$ cat config.mk
export PLATFORM = sky130hd
export DESIGN_NAME = nn_avalon_host_flat
export DESIGN_NICKNAME = d
export VERILOG_FILES = /design/src/rtl/nn_avalon_if.sv /design/src/rtl/nn_avalon_host.sv /design/src/flat_wrapper.sv
export SDC_FILE = /design/constraint.sdc
export NUM_CORES = 1
export LEC_CHECK = 0
export BUFFER_PORTS_ARGS = -buffer_cell sky130_fd_sc_hd__buf_2
export CAP_MARGIN = 5
export CORE_MARGIN = 8
export CORE_UTILIZATION = 50
export DETAILED_ROUTE_END_ITERATION = 16
export PLACE_DENSITY = 0.8
export SLEW_MARGIN = 20
export SYNTH_ARGS = -nofsm -noshare
export SYNTH_HDL_FRONTEND = slang
export SYNTH_SLANG_ARGS = --single-unit
$ cat constraint.sdc
create_clock -name clk -period 3.6 [get_ports clk]
set_clock_uncertainty 0.1 [all_clocks]
set_input_delay 0.72 -clock clk [delete_from_list [all_inputs] [get_ports clk]]
set_output_delay 0.72 -clock clk [all_outputs]
set_load 0.02 [all_outputs]
$ cat src/rtl/nn_avalon_if.sv
// Avalon-MM bus bundle between the NN host master and the accelerator slave.
// Single-word transfers only: burstcount is always 1, beginbursttransfer 0.
interface nn_avalon_if;
    logic [12:0] address;
    logic        write;
    logic        read;
    logic [31:0] writedata;
    logic [9:0]  burstcount;
    logic        beginbursttransfer;
    logic [31:0] readdata;
    logic        readdatavalid;
    logic        waitrequest;

    modport master (
        output address, write, read, writedata, burstcount, beginbursttransfer,
        input  readdata, readdatavalid, waitrequest
    );

    modport slave (
        input  address, write, read, writedata, burstcount, beginbursttransfer,
        output readdata, readdatavalid, waitrequest
    );
endinterface

$ cat src/rtl/nn_avalon_host.sv
// nn_avalon_host: host-side Avalon-MM master for the NN accelerator.
// Pulses reset through the control register, streams pixel and weight words
// from a local source memory (single-word writes), starts the accelerator,
// polls status until done, reads the result registers and reports them.
// Optional feature macro: NN_HOST_POLL_TIMEOUT_EN bounds the status polling
// to TIMEOUT_POLLS reads and raises error on expiry.
module nn_avalon_host #(
    parameter int N_PIX_WORDS   = 98,
    parameter int N_WEIGHTS     = 3920,
    parameter int N_RESULTS     = 10,
    parameter int WGT_BASE      = 196,
    parameter int RES_BASE      = 4116,
    parameter int CTRL_ADDR     = 4126,
    parameter int STAT_ADDR     = 4127,
    parameter int TIMEOUT_POLLS = 4096
) (
    input  logic        clk,
    input  logic        rst,
    input  logic        go,
    output logic [11:0] src_addr,
    output logic        src_rd,
    input  logic [31:0] src_rdata,
    nn_avalon_if.master av,
    output logic [16:0] result_data,
    output logic [3:0]  result_idx,
    output logic        result_valid,
    output logic        overflow,
    output logic        busy,
    output logic        done,
    output logic        error
);

    typedef enum logic [3:0] {
        IDLE, CLR_SET, CLR_REL,
        PIX_FETCH, PIX_LOAD, PIX_WR,
        WGT_FETCH, WGT_LOAD, WGT_WR,
        START, POLL_RD, POLL_WAIT, RES_RD, RES_WAIT,
        STOP, FIN
    } state_t;

    localparam logic [11:0] PIX_LAST = 12'(N_PIX_WORDS - 1);
    localparam logic [11:0] WGT_LAST = 12'(N_WEIGHTS - 1);
    localparam logic [11:0] RES_LAST = 12'(N_RESULTS - 1);
    localparam logic [11:0] WGT_SRC  = 12'(N_PIX_WORDS);
    localparam logic [12:0] WGT_A    = 13'(WGT_BASE);
    localparam logic [12:0] RES_A    = 13'(RES_BASE);
    localparam logic [12:0] CTRL_A   = 13'(CTRL_ADDR);
    localparam logic [12:0] STAT_A   = 13'(STAT_ADDR);

    state_t      state, state_nx;
    logic [11:0] cnt;
    logic [31:0] wdata_q;
    logic        stat_done;
    logic        poll_expired;

    // A bus transfer completes (write) or is accepted (read) when not stalled.
    logic xfer_ok;
    assign xfer_ok   = !av.waitrequest;
    assign stat_done = av.readdata[0];

`ifdef NN_HOST_POLL_TIMEOUT_EN
    localparam int PW = $clog2(TIMEOUT_POLLS + 1);
    logic [PW-1:0] poll_cnt;
    assign poll_expired = (poll_cnt >= PW'(TIMEOUT_POLLS));

    // Count accepted status reads and flag a timeout; both clear on go.
    always_ff @(posedge clk) begin
        if (rst) begin
            poll_cnt <= '0;
            error    <= 1'b0;
        end else if (state == IDLE && go) begin
            poll_cnt <= '0;
            error    <= 1'b0;
        end else begin
            if (state == POLL_RD && xfer_ok)
                poll_cnt <= poll_cnt + 1'b1;
            if (state == POLL_WAIT && av.readdatavalid && !stat_done && poll_expired)
                error <= 1'b1;
        end
    end
`else
    assign poll_expired = 1'b0;
    assign error        = 1'b0;
`endif

    // Only bits [1:0] of status and [16:0] of results carry information.
    logic unused_bits;
    assign unused_bits = ^{av.readdata[31:17], TIMEOUT_POLLS[0]};

    // State register.
    always_ff @(posedge clk) begin
        if (rst) state <= IDLE;
        else     state <= state_nx;
    end

    // Next-state logic; every bus state holds until the slave stops stalling.
    always_comb begin
        state_nx = state;
        case (state)
            IDLE:      if (go) state_nx = CLR_SET;
            CLR_SET:   if (xfer_ok) state_nx = CLR_REL;
            CLR_REL:   if (xfer_ok) state_nx = PIX_FETCH;
            PIX_FETCH: state_nx = PIX_LOAD;
            PIX_LOAD:  state_nx = PIX_WR;
            PIX_WR:    if (xfer_ok) state_nx = (cnt == PIX_LAST) ? WGT_FETCH : PIX_FETCH;
            WGT_FETCH: state_nx = WGT_LOAD;
            WGT_LOAD:  state_nx = WGT_WR;
            WGT_WR:    if (xfer_ok) state_nx = (cnt == WGT_LAST) ? START : WGT_FETCH;
            START:     if (xfer_ok) state_nx = POLL_RD;
            POLL_RD:   if (xfer_ok) state_nx = POLL_WAIT;
            POLL_WAIT: if (av.readdatavalid) begin
                           if (stat_done)         state_nx = RES_RD;
                           else if (poll_expired) state_nx = STOP;
                           else                   state_nx = POLL_RD;
                       end
            RES_RD:    if (xfer_ok) state_nx = RES_WAIT;
            RES_WAIT:  if (av.readdatavalid) state_nx = (cnt == RES_LAST) ? STOP : RES_RD;
            STOP:      if (xfer_ok) state_nx = FIN;
            FIN:       state_nx = IDLE;
            default:   state_nx = IDLE;
        endcase
    end

    // Bus, source and status outputs decoded from the current state.
    always_comb begin
        av.write     = 1'b0;
        av.read      = 1'b0;
        av.address   = '0;
        av.writedata = '0;
        src_rd       = 1'b0;
        src_addr     = '0;
        case (state)
            CLR_SET:   begin av.write = 1'b1; av.address = CTRL_A; av.writedata = 32'h1; end
            CLR_REL:   begin av.write = 1'b1; av.address = CTRL_A; av.writedata = 32'h0; end
            PIX_FETCH: begin src_rd = 1'b1; src_addr = cnt; end
            PIX_WR:    begin av.write = 1'b1; av.address = {cnt, 1'b0}; av.writedata = wdata_q; end
            WGT_FETCH: begin src_rd = 1'b1; src_addr = WGT_SRC + cnt; end
            WGT_WR:    begin av.write = 1'b1; av.address = WGT_A + {1'b0, cnt}; av.writedata = wdata_q; end
            START:     begin av.write = 1'b1; av.address = CTRL_A; av.writedata = 32'h8; end
            POLL_RD:   begin av.read = 1'b1; av.address = STAT_A; end
            RES_RD:    begin av.read = 1'b1; av.address = RES_A + {1'b0, cnt}; end
            STOP:      begin av.write = 1'b1; av.address = CTRL_A; av.writedata = 32'h0; end
            default:   ;
        endcase
    end

    assign av.burstcount         = 10'd1;
    assign av.beginbursttransfer = 1'b0;
    assign busy = (state != IDLE) && (state != FIN);
    assign done = (state == FIN);

    // Word counter, source data register, overflow capture and result port.
    always_ff @(posedge clk) begin
        if (rst) begin
            cnt          <= '0;
            wdata_q      <= '0;
            overflow     <= 1'b0;
            result_valid <= 1'b0;
            result_data  <= '0;
            result_idx   <= '0;
        end else begin
            result_valid <= 1'b0;
            case (state)
                IDLE: if (go) begin
                    cnt      <= '0;
                    overflow <= 1'b0;
                end
                PIX_LOAD, WGT_LOAD: wdata_q <= src_rdata;
                PIX_WR: if (xfer_ok) cnt <= (cnt == PIX_LAST) ? 12'd0 : cnt + 12'd1;
                WGT_WR: if (xfer_ok) cnt <= (cnt == WGT_LAST) ? 12'd0 : cnt + 12'd1;
                POLL_WAIT: if (av.readdatavalid && stat_done) begin
                    overflow <= av.readdata[1];
                    cnt      <= '0;
                end
                RES_WAIT: if (av.readdatavalid) begin
                    result_valid <= 1'b1;
                    result_data  <= av.readdata[16:0];
                    result_idx   <= cnt[3:0];
                    if (cnt != RES_LAST) cnt <= cnt + 12'd1;
                end
                default: ;
            endcase
        end
    end

endmodule
$ cat src/flat_wrapper.sv
// flat-port wrapper written by rule: the top's interface ports become plain ports
module nn_avalon_host_flat 
#(
    parameter int N_PIX_WORDS   = 98,
    parameter int N_WEIGHTS     = 3920,
    parameter int N_RESULTS     = 10,
    parameter int WGT_BASE      = 196,
    parameter int RES_BASE      = 4116,
    parameter int CTRL_ADDR     = 4126,
    parameter int STAT_ADDR     = 4127,
    parameter int TIMEOUT_POLLS = 4096
)
  (clk, rst, go, src_addr, src_rd, src_rdata, result_data, result_idx, result_valid, overflow, busy, done, error, av_address, av_write, av_read, av_writedata, av_burstcount, av_beginbursttransfer, av_readdata, av_readdatavalid, av_waitrequest);
  nn_avalon_if av_i ();
  input  logic clk;
  input  logic rst;
  input  logic go;
  output logic [11:0] src_addr;
  output logic src_rd;
  input  logic [31:0] src_rdata;
  output logic [16:0] result_data;
  output logic [3:0] result_idx;
  output logic result_valid;
  output logic overflow;
  output logic busy;
  output logic done;
  output logic error;
  output wire logic [$bits(av_i.address)-1:0] av_address;
  output wire logic [$bits(av_i.write)-1:0] av_write;
  output wire logic [$bits(av_i.read)-1:0] av_read;
  output wire logic [$bits(av_i.writedata)-1:0] av_writedata;
  output wire logic [$bits(av_i.burstcount)-1:0] av_burstcount;
  output wire logic [$bits(av_i.beginbursttransfer)-1:0] av_beginbursttransfer;
  input wire logic [$bits(av_i.readdata)-1:0] av_readdata;
  input wire logic [$bits(av_i.readdatavalid)-1:0] av_readdatavalid;
  input wire logic [$bits(av_i.waitrequest)-1:0] av_waitrequest;
  assign av_address = av_i.address;
  assign av_write = av_i.write;
  assign av_read = av_i.read;
  assign av_writedata = av_i.writedata;
  assign av_burstcount = av_i.burstcount;
  assign av_beginbursttransfer = av_i.beginbursttransfer;
  assign av_i.readdata = av_readdata;
  assign av_i.readdatavalid = av_readdatavalid;
  assign av_i.waitrequest = av_waitrequest;
  nn_avalon_host #(.N_PIX_WORDS(N_PIX_WORDS), .N_WEIGHTS(N_WEIGHTS), .N_RESULTS(N_RESULTS), .WGT_BASE(WGT_BASE), .RES_BASE(RES_BASE), .CTRL_ADDR(CTRL_ADDR), .STAT_ADDR(STAT_ADDR), .TIMEOUT_POLLS(TIMEOUT_POLLS)) u_core (.clk(clk), .rst(rst), .go(go), .src_addr(src_addr), .src_rd(src_rd), .src_rdata(src_rdata), .av(av_i), .result_data(result_data), .result_idx(result_idx), .result_valid(result_valid), .overflow(overflow), .busy(busy), .done(done), .error(error));
endmodule
Yosys cells after proc, flatten, opt, wreduce, memory -nomap -nowiden
Cells that the tools add are included.
W data, S select, Z words.
- flip-flop bits (word level): 71
- input port bits: 69
- logic and storage cells: 97
- add/subtract/negate cells: 4
- equal/unequal tests: 33
- multiplexer cells: 35
- bitwise logic cells: 1
- reductions and logical operators: 17
- operator list (cell ; number):
    $mux W12 ; 8
    $pmux W32 S3 ; 1
    $pmux W13 S5 ; 1
    $pmux W4 S16 ; 1
    $pmux W12 S5 ; 1
    $mux W4 ; 12
    $eq A4 B4 Y1 const B ; 8
    $pmux W12 S2 ; 1
    $ne A2 B2 Y1 const B ; 11
    $eq A4 B3 Y1 const B ; 4
    $add A13 B12 Y13 const A ; 1
    $add A8 B12 Y13 const A ; 1
    $add A12 B1 Y12 const B ; 1
    $add A7 B12 Y12 const A ; 1
    $eq A12 B12 Y1 const B ; 1
    $eq A12 B4 Y1 const B ; 1
    $eq A12 B7 Y1 const B ; 1
    $ne A12 B4 Y1 const B ; 1
    $reduce_and A11 Y1 ; 1
    $reduce_or A2 Y1 ; 5
    $eq A4 B2 Y1 const B ; 2
    $reduce_and A7 Y1 ; 1
    $mux W1 ; 6
    $mux W3 ; 2
    15 further kinds ; 17

Depth between registers and ports, before layout
- word-level depth: 4
- depth in mapped cells: 10

Worst setup path before layout
No wires, ideal clock.
- path type: register to output
- from: register u_core.state[1]
- to: output av_address[12]
- data arrival time: 2.073 ns
- data required time: 2.780 ns
- slack: 0.707 ns
- cell stages (with the launch flop): 9
- path buffers: 1
- path through: dfxtp_1 -> buf_6 -> and4bb_1 -> inv_1 -> ha_1 -> a31o_1 -> a21oi_4 -> mux2_1 -> a21o_1
- word-level cells in the longest chain between the ends: 3
- ends and longest elaborated chain (item ; RTL line ; RTL):
    start: declaration ; nn_avalon_host.sv:50 ; state_t state, state_nx;
    start signal: assignment ; nn_avalon_host.sv:93 ; else state <= state_nx;
    $eq A4 B2 Y1 (tied with other cells) ; nn_avalon_host.sv:132 ; case (state)
    $reduce_or A4 Y1 (no line) ; n/a ;
    $pmux W13 S5 (*) ; nn_avalon_host.sv:132 ;
    end: declaration ; flat_wrapper.sv:28 ; output wire logic [$bits(av_i.address)-1:0] av_address;
Every way passes the cells marked *; elsewhere a longest branch is shown, timed or not.

Worst setup path in the final report
- from: register u_core.cnt[2]
- to: output av_address[12]
- word-level cells in the longest chain between the ends: 2
- ends and longest elaborated chain (item ; RTL line ; RTL):
    start: declaration ; nn_avalon_host.sv:51 ; logic [11:0] cnt;
    start signal: assignment ; nn_avalon_host.sv:169 ; PIX_WR: if (xfer_ok) cnt <= (cnt == PIX_LAST) ? 12'd0 : cnt + 12'd1;
    start signal: assignment ; nn_avalon_host.sv:170 ; WGT_WR: if (xfer_ok) cnt <= (cnt == WGT_LAST) ? 12'd0 : cnt + 12'd1;
    start signal: assignment ; nn_avalon_host.sv:179 ; if (cnt != RES_LAST) cnt <= cnt + 12'd1;
    $add A13 B12 Y13 / $add A8 B12 Y13 (equally long branches) ; nn_avalon_host.sv:141, nn_avalon_host.sv:138 ;
    $pmux W13 S5 (*) ; nn_avalon_host.sv:132 ;
Marked as above.

==> reports/summary.txt <==
=================================================================================
Antenna Cells                                                                   0
Total number of placement rows                                                 34
EDFF count, synth                                                               0
Synth async-reset ratio                                                        0%
Initial drt markers                                                           222
First-pass GRT wire length                                               20700 um
Portion of the post-synthesis area used by sequential elements              32.8%
Cell with the biggest individual delay on the critical path          sky130_fd_sc_hd__dfxtp_1
Clock tree root driver cell                                          sky130_fd_sc_hd__clkbuf_8
Quantity of I/O buffers inserted on ports                                     138
Cts repair resizes                                                              0
Layout-stage area growth over the synthesis result                          18.8%
Required time at the endpoint of the critical path                        2.78 ns
Highest achievable clock rate                                           0.293 GHz
Kind of path behind the tightest hold check                          flop to flop
GRT Total Usage                                                             21.2%
Height of the chip                                                         109 um
Total stage count of the critical path                                          7
Crit path buffers/inverters                                                     1
Global route overflow                                                           0
Critical R2R Launch                                                  u_core.state[2]$_SDFFE_PP0P_
Type of element capturing the critical path                            output pin
Post-DRT Antenna Nets                                                           0
Fraction of layout cells with a size suffix above 1                         25.5%
Number of cell instances on the worst register-to-register path                 7
Total clock buffers created by CTS                                              9
Leading register cell type out of synthesis                          sky130_fd_sc_hd__dfxtp_1
Worst Max-Slew Pin Slew                                                  0.709 ns
Final Hold Violating Endpoints                                                  0
Start point of the critical path                                     u_core.cnt[2]$_SDFFE_PP0P_
Critical path's top delay family                                      adder cells
Setup repair after global routing missed its margin                            no
Clock-pin slew on the worst setup and hold paths                          0.08 ns
Via count of the routed design                                               4541
Post-Route Hold Slack                                                    0.350 ns
H-tree Lvls                                                                     3
Buffer levels on the longest clock path                                         2
Register-to-register path setup slack                                     0.93 ns
Cell-by-cell listing of the critical path                            ha_1, maj3_2, a31o_1, a21oi_4, mux2_1, a21o_1, buf_2
Largest net degree at the start of global routing                              34
Clock latency of the later-clocked register in the worst-skew pair        0.34 ns
CP endpoint                                                          av_address[12]
P per Cell Area                                                        513 mW/mm2
Outcome                                                              finished, final reports clean
DP Wirelength                                                             9340 um
Initial Util                                                                50.7%
Remaining design rule violation count                                           0
Library cells used by synthesis                                                63
Yosys warning count                                                             0
IO Pins                                                                       166
Antenna violations before repair                                                0
Setup-failing EPs final                                                         0
Post-detailed-route wirelength per cell                                   15.4 um
Final cycle utilization of the critical path                                94.8%
Post-synthesis instance total                                                 605
Detailed-route wire length                                               12700 um
Core footprint                                                        0.00855 mm2
DIE AREA                                                               0.0119 mm2
Launching element type of the critical path                                  flop
Arrival time worst endpoint                                               2.59 ns
Critical R2R Capture                                                 u_core.cnt[1]$_SDFFE_PP0P_
VDD IR-drop max                                                          0.336 mV
Die width                                                                  109 um
Total iterations of the first detailed-routing run                              5
Vias per cell                                                                5.50
Mean post-synth cell area                                                7.17 um2
Delay of the slowest cell on the worst path                               0.40 ns
Total negative setup slack                                                   0 ns
Number of sinks on the clock net                                               71
Max Slew Vio Count                                                              0
Flip-flop and latch count after synthesis                                      71
Number of max-cap violations                                                    0
Reported leakage power                                                    2.19 nW
Post-layout min period                                                    3.41 ns
Critical path start-end classification                               flop to output pin
Synth Cell Area                                                       0.00434 mm2
Final net count                                                               789
Total of hold buffers inserted after clock tree synthesis                       0
Biggest fanout along the worst timing path                                      7
Vias in the first global route                                               4324
CTS tree                                                                    built
Routability cong.                                                           0.901
Worst relative slew slack                                                   52.7%
Number of buffers inserted by post-CTS setup repair                             0
=================================================================================
-- synthesized netlist by cell type, drive strengths merged (3+ instances only) --
cell type | n | area share, %
a211oi | 5 | 0.87
a21oi | 82 | 9.7
a22o | 6 | 1.2
a31o | 3 | 0.61
a32o | 3 | 0.69
and2 | 34 | 4.9
and3 | 4 | 0.58
buf | 26 | 4.4
clkbuf | 37 | 3.2
dfxtp | 71 | 33
ha | 8 | 2.3
inv | 13 | 1.1
nand2 | 127 | 11
nand2b | 10 | 1.8
nand3 | 12 | 1.4
nand4 | 11 | 1.6
nor2 | 50 | 4.3
nor3 | 15 | 1.8
o211ai | 3 | 0.52
o21ai | 28 | 3.3
o22ai | 4 | 0.58
xnor2 | 16 | 3.2
-- cells in the final DEF (no fill, tap or decap), drive strengths merged, types with 5 or more instances in the layout --
cell type | synthesis | layout
buf | 26 | 149
nand2 | 127 | 127
a21oi | 82 | 82
dfxtp | 71 | 71
nor2 | 50 | 50
and2 | 34 | 34
o21ai | 28 | 28
xnor2 | 16 | 16
nor3 | 15 | 15
inv | 13 | 14
nand3 | 12 | 12
conb | 2 | 12
nand4 | 11 | 11
clkbuf | 37 | 10
nand2b | 10 | 10
ha | 8 | 8
a22o | 6 | 6
a211oi | 5 | 5
-- registers in the layout (all words and copies together), names as in the netlist --
name / flops
u_core.cnt: 12
u_core.overflow: 1
u_core.result_data: 17
u_core.result_idx: 4
u_core.result_valid: 1
u_core.state: 4
u_core.wdata_q: 32
-- tightest hold or removal path, stage by stage (launching register included) --
cell and delay, ns:
sky130_fd_sc_hd__dfxtp_1 0.31, sky130_fd_sc_hd__nand2_1 0.05, sky130_fd_sc_hd__a21oi_1 0.05
-- where the power goes --
group	leakage, nW	switching [mW]	internal [mW]
clock network	0.0944	0.304	0.325
registers	0.573	0.0442	0.858
logic	1.52	0.742	0.372
-- kinds of logic after synthesis --
logic type / count (synthesis) / synth area share (%)
AOI/OAI and AO/OA: 155 / 21.9
adders and majority gates: 10 / 2.80
and+or+nand+nor: 274 / 30.1
DFF: 71 / 32.8
muxes: 1 / 0.259
other: 2 / 0.173
buffers and inverters: 76 / 8.77
xor gates and xnor gates: 16 / 3.23
-- routing by layer --
metal,global-route usage [%],vias up,wire (um)
met3,8.63,19,1460
met5,0,-,0
met4,6.74,0,188
met1,24.3,2070,4980
met2,35.2,199,6110
li1,-,2253,-
-- worst min-delay path by stage --
| stage | depth (start not counted) | endpoint | start | slack, ns |
|---|---|---|---|---|
| finish | 2 | u_core.wdata_q[30]$_SDFFE_PP0P_ | u_core.wdata_q[30]$_SDFFE_PP0P_ | 0.35 |
| global route | 2 | u_core.wdata_q[5]$_SDFFE_PP0P_ | u_core.wdata_q[5]$_SDFFE_PP0P_ | 0.38 |
| CTS | 2 | u_core.wdata_q[14]$_SDFFE_PP0P_ | u_core.wdata_q[14]$_SDFFE_PP0P_ | 0.35 |
| detailed placement | 2 | u_core.wdata_q[30]$_SDFFE_PP0P_ | u_core.wdata_q[30]$_SDFFE_PP0P_ | 0.34 |
| global placement | 2 | u_core.wdata_q[27]$_SDFFE_PP0P_ | u_core.wdata_q[27]$_SDFFE_PP0P_ | 0.34 |
| floorplan | 2 | u_core.wdata_q[10]$_SDFFE_PP0P_ | u_core.wdata_q[10]$_SDFFE_PP0P_ | 0.33 |
-- through the flow --
step           worst slack [ns]  std cells  power [mW]  area [um2]  utilization [%]
6_report                  0.186        825        2.64        5150             60.3
4_1_cts                   0.189        825        2.65        5150             60.3
3_3_place_gp              0.581        809        1.99        4960             58.0
2_1_floorplan             0.707        615        1.80        4380                -
3_5_place_dp              0.580        809        2.02        4960             58.0
5_1_grt                 0.00400        825        2.81        5150             60.3
-- final cells by class --
cell class | count | area (um2)
clock inverter | 6 | 70.1
clock buffer | 10 | 128
timing repair buffer | 149 | 773
multi-input combinational | 468 | 2580
tap | 108 | 135
fill | 783 | 3400
inverter | 13 | 48.8
sequential | 71 | 1420
Note: power is estimated with default switching activity, not from simulation.
